[config.mk]
export PLATFORM = sky130hd
export DESIGN_NAME = y_alu
export DESIGN_NICKNAME = d
export VERILOG_FILES = /design/src/rtl/y_alu.sv
export SDC_FILE = /design/constraint.sdc
export NUM_CORES = 1
export LEC_CHECK = 0
export BUFFER_PORTS_ARGS = -buffer_cell sky130_fd_sc_hd__buf_2
export CORE_MARGIN = 1
export CORE_UTILIZATION = 52
export DETAILED_ROUTE_END_ITERATION = 16
export PLACE_DENSITY = 0.83
export SETUP_SLACK_MARGIN = 0.3
export SLEW_MARGIN = 25
export SYNTH_ARGS = -nofsm -noshare
export SYNTH_HDL_FRONTEND = slang
export SYNTH_SLANG_ARGS = --single-unit
[constraint.sdc]
create_clock -name clk -period 5.1 [get_ports clk]
set_clock_uncertainty 0.1 [all_clocks]
set_input_delay 0.51 -clock clk [delete_from_list [all_inputs] [get_ports clk]]
set_output_delay 0.51 -clock clk [all_outputs]
set_load 0.005 [all_outputs]
[src/rtl/y_alu.sv]
// Execute-stage ALU: AND/OR/ADD/SUB on one shared adder, with a combinational signed-overflow flag and a sticky copy of it.
// Optional signed set-less-than on op 3'b111 when YALU_SLT_EN is defined.
module y_alu #(
  parameter int unsigned WIDTH = 32
) (
  input  logic             clk,
  input  logic             rst,
  input  logic [WIDTH-1:0] a,
  input  logic [WIDTH-1:0] b,
  input  logic [2:0]       op,
  output logic [WIDTH-1:0] z,
  output logic             ex,
  output logic             ex_sticky
);

  localparam int unsigned MSB = WIDTH - 1;

  localparam logic [2:0] OP_AND = 3'b000;
  localparam logic [2:0] OP_OR  = 3'b001;
  localparam logic [2:0] OP_ADD = 3'b010;
  localparam logic [2:0] OP_SUB = 3'b110;
`ifdef YALU_SLT_EN
  localparam logic [2:0] OP_SLT = 3'b111;
`endif

  logic             is_sub;
  logic [WIDTH-1:0] b_eff;
  logic [WIDTH-1:0] sum;
  logic             ovf;

  // SLT reuses the subtractor, so both codes select the inverted-b path.
`ifdef YALU_SLT_EN
  assign is_sub = (op == OP_SUB) || (op == OP_SLT);
`else
  assign is_sub = (op == OP_SUB);
`endif

  // Single shared adder; subtract is a + ~b + 1.
  assign b_eff = is_sub ? ~b : b;
  assign sum   = a + b_eff + WIDTH'(is_sub);

  // Signed overflow: addends share a sign that the result does not.
  assign ovf = (a[MSB] == b_eff[MSB]) && (sum[MSB] != a[MSB]);

`ifdef YALU_SLT_EN
  logic lt;
  // Sign XOR overflow gives the true signed ordering even when a - b overflows.
  assign lt = sum[MSB] ^ ovf;
`endif

  // Result and exception select; unused codes give zero.
  always_comb begin
    z  = '0;
    ex = 1'b0;
    case (op)
      OP_AND: z = a & b;
      OP_OR:  z = a | b;
      OP_ADD: begin
        z  = sum;
        ex = ovf;
      end
      OP_SUB: begin
        z  = sum;
        ex = ovf;
      end
`ifdef YALU_SLT_EN
      OP_SLT: z = WIDTH'(lt);
`endif
      default: begin
        z  = '0;
        ex = 1'b0;
      end
    endcase
  end

  // Sticky overflow record; reset wins over a coincident overflow.
  always_ff @(posedge clk) begin
    if (rst) ex_sticky <= 1'b0;
    else     ex_sticky <= ex_sticky | ex;
  end

endmodule

After elaboration in Yosys (flattened, before gate mapping) --
Index checks and enable logic that the tools add are counted.
Cells by class: add/sub/neg operators 2, equal/unequal tests 5, multiplexer cells 3, bitwise operators 4, reductions and logical operators 3
Operators by type and width (number):
- 32-bit one-hot mux with 3 select lines | 1
- 32-bit by 1-bit adder with 32-bit output | 1
- 32-bit adder | 1
- 32-bit bitwise AND | 1
- 32-bit 2-to-1 mux | 1
- 32-bit inverter | 1
- 32-bit OR | 1
- 3-bit by 1-bit equality test with 1-bit output (second input constant) | 1
- 3-bit by 2-bit equality test with 1-bit output (second input constant) | 1
- 3-bit equality test (second input constant) | 1
- 3-bit logical NOT | 1
- 2-bit OR reduction | 1
- 1-bit equality test | 1
- 1-bit logical AND | 1
- 1-bit 2-to-1 mux | 1
- 1-bit inequality test | 1
- 1-bit OR | 1
Storage, ports and cells: register bits after elaboration 1, output and inout port bits 34, logic and storage cells 18

Logic depth before layout (Yosys ltp) --
depth after elaboration 8, mapped depth 16, mapped depth without buffers 13

Worst setup path before layout --
Ideal clock, no wire load.
path kind input -> output, start point input port op[0], end point output port z[26], arrival time 3.632 ns, data required time 4.490 ns, slack 0.858 ns, cell stages on the path 15, buffers on the path 4, path through buf_6 > nand3b_1 > buf_2 > buf_1 > xnor2_1 > ha_1 > clkbuf_1 > and3_1 > and3_1 > a32oi_1 > a21oi_1 > o211a_1 > o31a_1 > or3_1 > a32o_1
On the way: word-level cells in the longest chain between the ends 5, elaborated cells between the ends (all ways) 9
RTL lines:
- start: declaration | RTL line 10 | input logic [2:0] op,
- 3-bit equality test | RTL line 35, 55
- 32-bit 2-to-1 mux | RTL line 39 | assign b_eff = is_sub ? ~b : b;
- 32-bit adder | RTL line 40 | assign sum = a + b_eff + WIDTH'(is_sub);
- 32-bit by 1-bit adder with 32-bit output | RTL line 40
- 32-bit one-hot mux with 3 select lines (*) | RTL line 55 | case (op)
- end: declaration | RTL line 11 | output logic [WIDTH-1:0] z,
Mark *: on every way between the ends. The rest lies on a longest branch, timed or not.

Worst setup path after layout --
start point input port op[1], end point output port z[30]
Same word-level chain as after synthesis.

==> flow_summary.yaml <==
global_route:
  use_met1: 0.3544
  antenna_found_initial: 0
  grt_usage: 0.2624
  use_met3: 0.003571
  grt_use_met2: 0.4580
  overflow: 0
  first_global_vias: 3079
  grt_max_degree: 37
  grt_pass1_wl_mm: 13.32
  top_usage_layer: "met2"
clock_tree:
  insertion_delay_ns: 0
  cts_hold_repair.buffers: 0
  clk_pin_slew_worst_paths_ns: 0
  post-cts-setup-buffers: 0
  ctsResizeCount: 0
die:
  core.rowCount: 26
  dieArea_um2: 5917
  chipWidth_um: 76.93
  io_pins: 103
  die_h_um: 76.93
  core_area_um2: 5270
  start_util: 0.5539
finish:
  mostFrequentLayoutCells: "buf_2 (102), nand2_1 (49), xnor2_1 (41)"
  layout_commonest_cell: "buf_2"
  instances_no_fill: 565
  regMostFlops: "ex_sticky"
  utilization: 0.6567
  seq_area_um2: 20.02
  top_regs: "ex_sticky: 1 flops"
  largest_reg_flops: 1
  num_antenna_cells: 0
  area.growth.synth_to_final_pct: 18.56
  multiInputGateArea_um2: 2764
  final_area_um2: 3461
  layout-drive-gt1-share: 0.2323
  fin_nets: 605
  fillerInstances: 488
place:
  dp_slack_ns: 0.7777
  gp_congestion: 0.9164
  io_buffer_count: 102
  dp.cells: 565
  hpwl_mm: 6.164
  place_area_um2: 3458
timing:
  whs_ns: 0.3574
  fin_crit_ns: 4.391
  worst_pin_slew_ns: 0.6105
  hold_viol: 0
  clock.fmax_mhz: 227.7
  period_share: 0.8609
  setup_tns_ns: 0
  final_max_slew_viol_count: 0
  final-setup-viol-count: 0
  slew_headroom: 0.5922
  rsz0062_at_grt: "false"
  worst_slack_ns: 0.7092
power:
  sw_frac_of_total: 0.5357
  power_frac_clock: 0
  sequentialPowerShare: 0.018
  powerDensity_nw_per_um2: 139.9
  p_leak_nw: 1.614
  internal-power_mw: 0.2249
  power_mw: 0.4843
  irDropWorstVdd_mv: 0.07487
  p_switching_mw: 0.2594
  combPwrFrac: 0.982
flow_run:
  drv_cap: 0
setup_path:
  crit_fanout: 17
  r2r_cells: 1
  startpoint_type: "input pin"
  arrival_ns: 3.78
  crit_path_top_delay_cell: "fa_1"
  cp_slowest_stage_delay_ns: 0.41
  ff2ff_setup_slack_ns: 4.43
  critPathKind: "in2out"
  timing.rr.end: "ex_sticky"
  critPathRequiredTime_ns: 4.49
  end_kind: "output pin"
  path_cells: "buf_2, nand3b_1, buf_4, xnor2_1, inv_1, fa_1, nand2b_1, a21oi_1, a32oi_1, a21oi_1, o211a_1, nor2_1, a211o_1, and3_1, o31ai_1, buf_2"
  r2r_start: "ex_sticky"
yosys:
  synth_top_family_by_area: "compound AO/OA/AOI/OAI gates"
  avgSynthCellArea_um2: 7.102
  syn_area_um2: 2919
  ys_dominant_reg_cell: "dfxtp_1"
  synth-compound-area-share: 0.3133
  synth_edf_count: 0
  async_flop_share: 0
  synth_xor_xnor_area_share: 0.1667
  seq_area_frac_synth: 0.006858
  synthesis.nets: 519
  ys.warnings.count: 0
  ys_types: 59
  synth-simple-area-share: 0.1925
  ys_ff_latch: 1
  synth.area.mux_share: 0.003429
  synth-adder-area-share: 0.2692
  synthCells: 411
worst_hold_path:
  holdPathStages: 1
  min_from: "ex_sticky"
  whs_endpoint: "ex_sticky"
  hold_class: "reg2reg"
routing:
  drt_iter0_markers: 155
  first_pass_iters: 4
  vias: 3244
  wl_per_cell_um: 13.82
  finalWirelength_mm: 7.811
  postRouteAntennaNets: 0
  vias_per_cell: 5.742
  post-route-drc-count: 0
run_status:
  outcome: "complete, no violations"
## routing by layer
layer  vias to the layer above  routed length [um]
met2                        96                3628
met4                         0                 105
met5                         -                   0
li1                       1675                   -
met1                      1463                3772
met3                        10                 304
## power groups by stage
| stage | clock [mW] | sequential, mW | combinational [mW] |
|---|---|---|---|
| 2_1_floorplan | 0 | 0.00864 | 0.335 |
| 4_1_cts | 0 | 0.00860 | 0.472 |
| 5_1_grt | 0 | 0.00866 | 0.530 |
| 3_5_place_dp | 0 | 0.00859 | 0.469 |
| 3_3_place_gp | 0 | 0.00857 | 0.459 |
| 6_report | 0 | 0.00858 | 0.476 |
## layout make-up
| class | count | area share |
|---|---|---|
| multi-input combinational | 375 | 0.7986 |
| timing repair buffer | 106 | 0.1562 |
| tap | 70 | 0.02531 |
| inverter | 13 | 0.01410 |
| sequential | 1 | 0.005785 |
## critical path, delay by kind of cell
kind	cells	cell delay (ns)
AO/OA/AOI/OAI	6	1.40
buffers and inverters	4	0.67
AND/OR/NAND/NOR	4	0.56
adder cells (fa/ha/maj)	1	0.41
XOR/XNOR	1	0.23
## cells by family after synthesis
family                     Yosys count
and+or+nand+nor                    114
buffers and inverters               35
xor gates and xnor gates            54
DFF                                  1
muxes                                1
adders and majority gates           68
AOI/OAI and AO/OA                  138
## Yosys cell counts (4+ instances only)
cell	number	area, um2
a21o_1	13	97.59
a21oi_1	31	155.2
a31oi_1	5	31.28
and3_1	5	31.28
clkbuf_1	17	63.81
ha_1	38	475.5
inv_1	13	48.80
maj3_1	29	290.3
nand2_1	49	183.9
nand2b_1	6	37.54
nand3_1	7	35.03
nor2_1	20	75.07
nor2b_1	5	31.28
nor3_1	4	20.02
nor3b_1	5	37.54
o21a_1	7	52.55
o21ai_0	38	190.2
o31ai_1	6	45.04
xnor2_1	41	359.1
xor2_1	12	105.1
## worst max-delay path by stage
stage	endpoint	from	slack (ns)	cells after the start
after global placement	z[30]	op[1]	0.88	16
after global routing	z[30]	op[1]	0.33	16
after detailed placement	z[30]	op[1]	0.78	16
after CTS	z[30]	op[1]	0.76	16
final	z[30]	op[1]	0.71	16
after floorplan	z[26]	op[0]	0.86	15
Power figures use the tool's default switching activity.
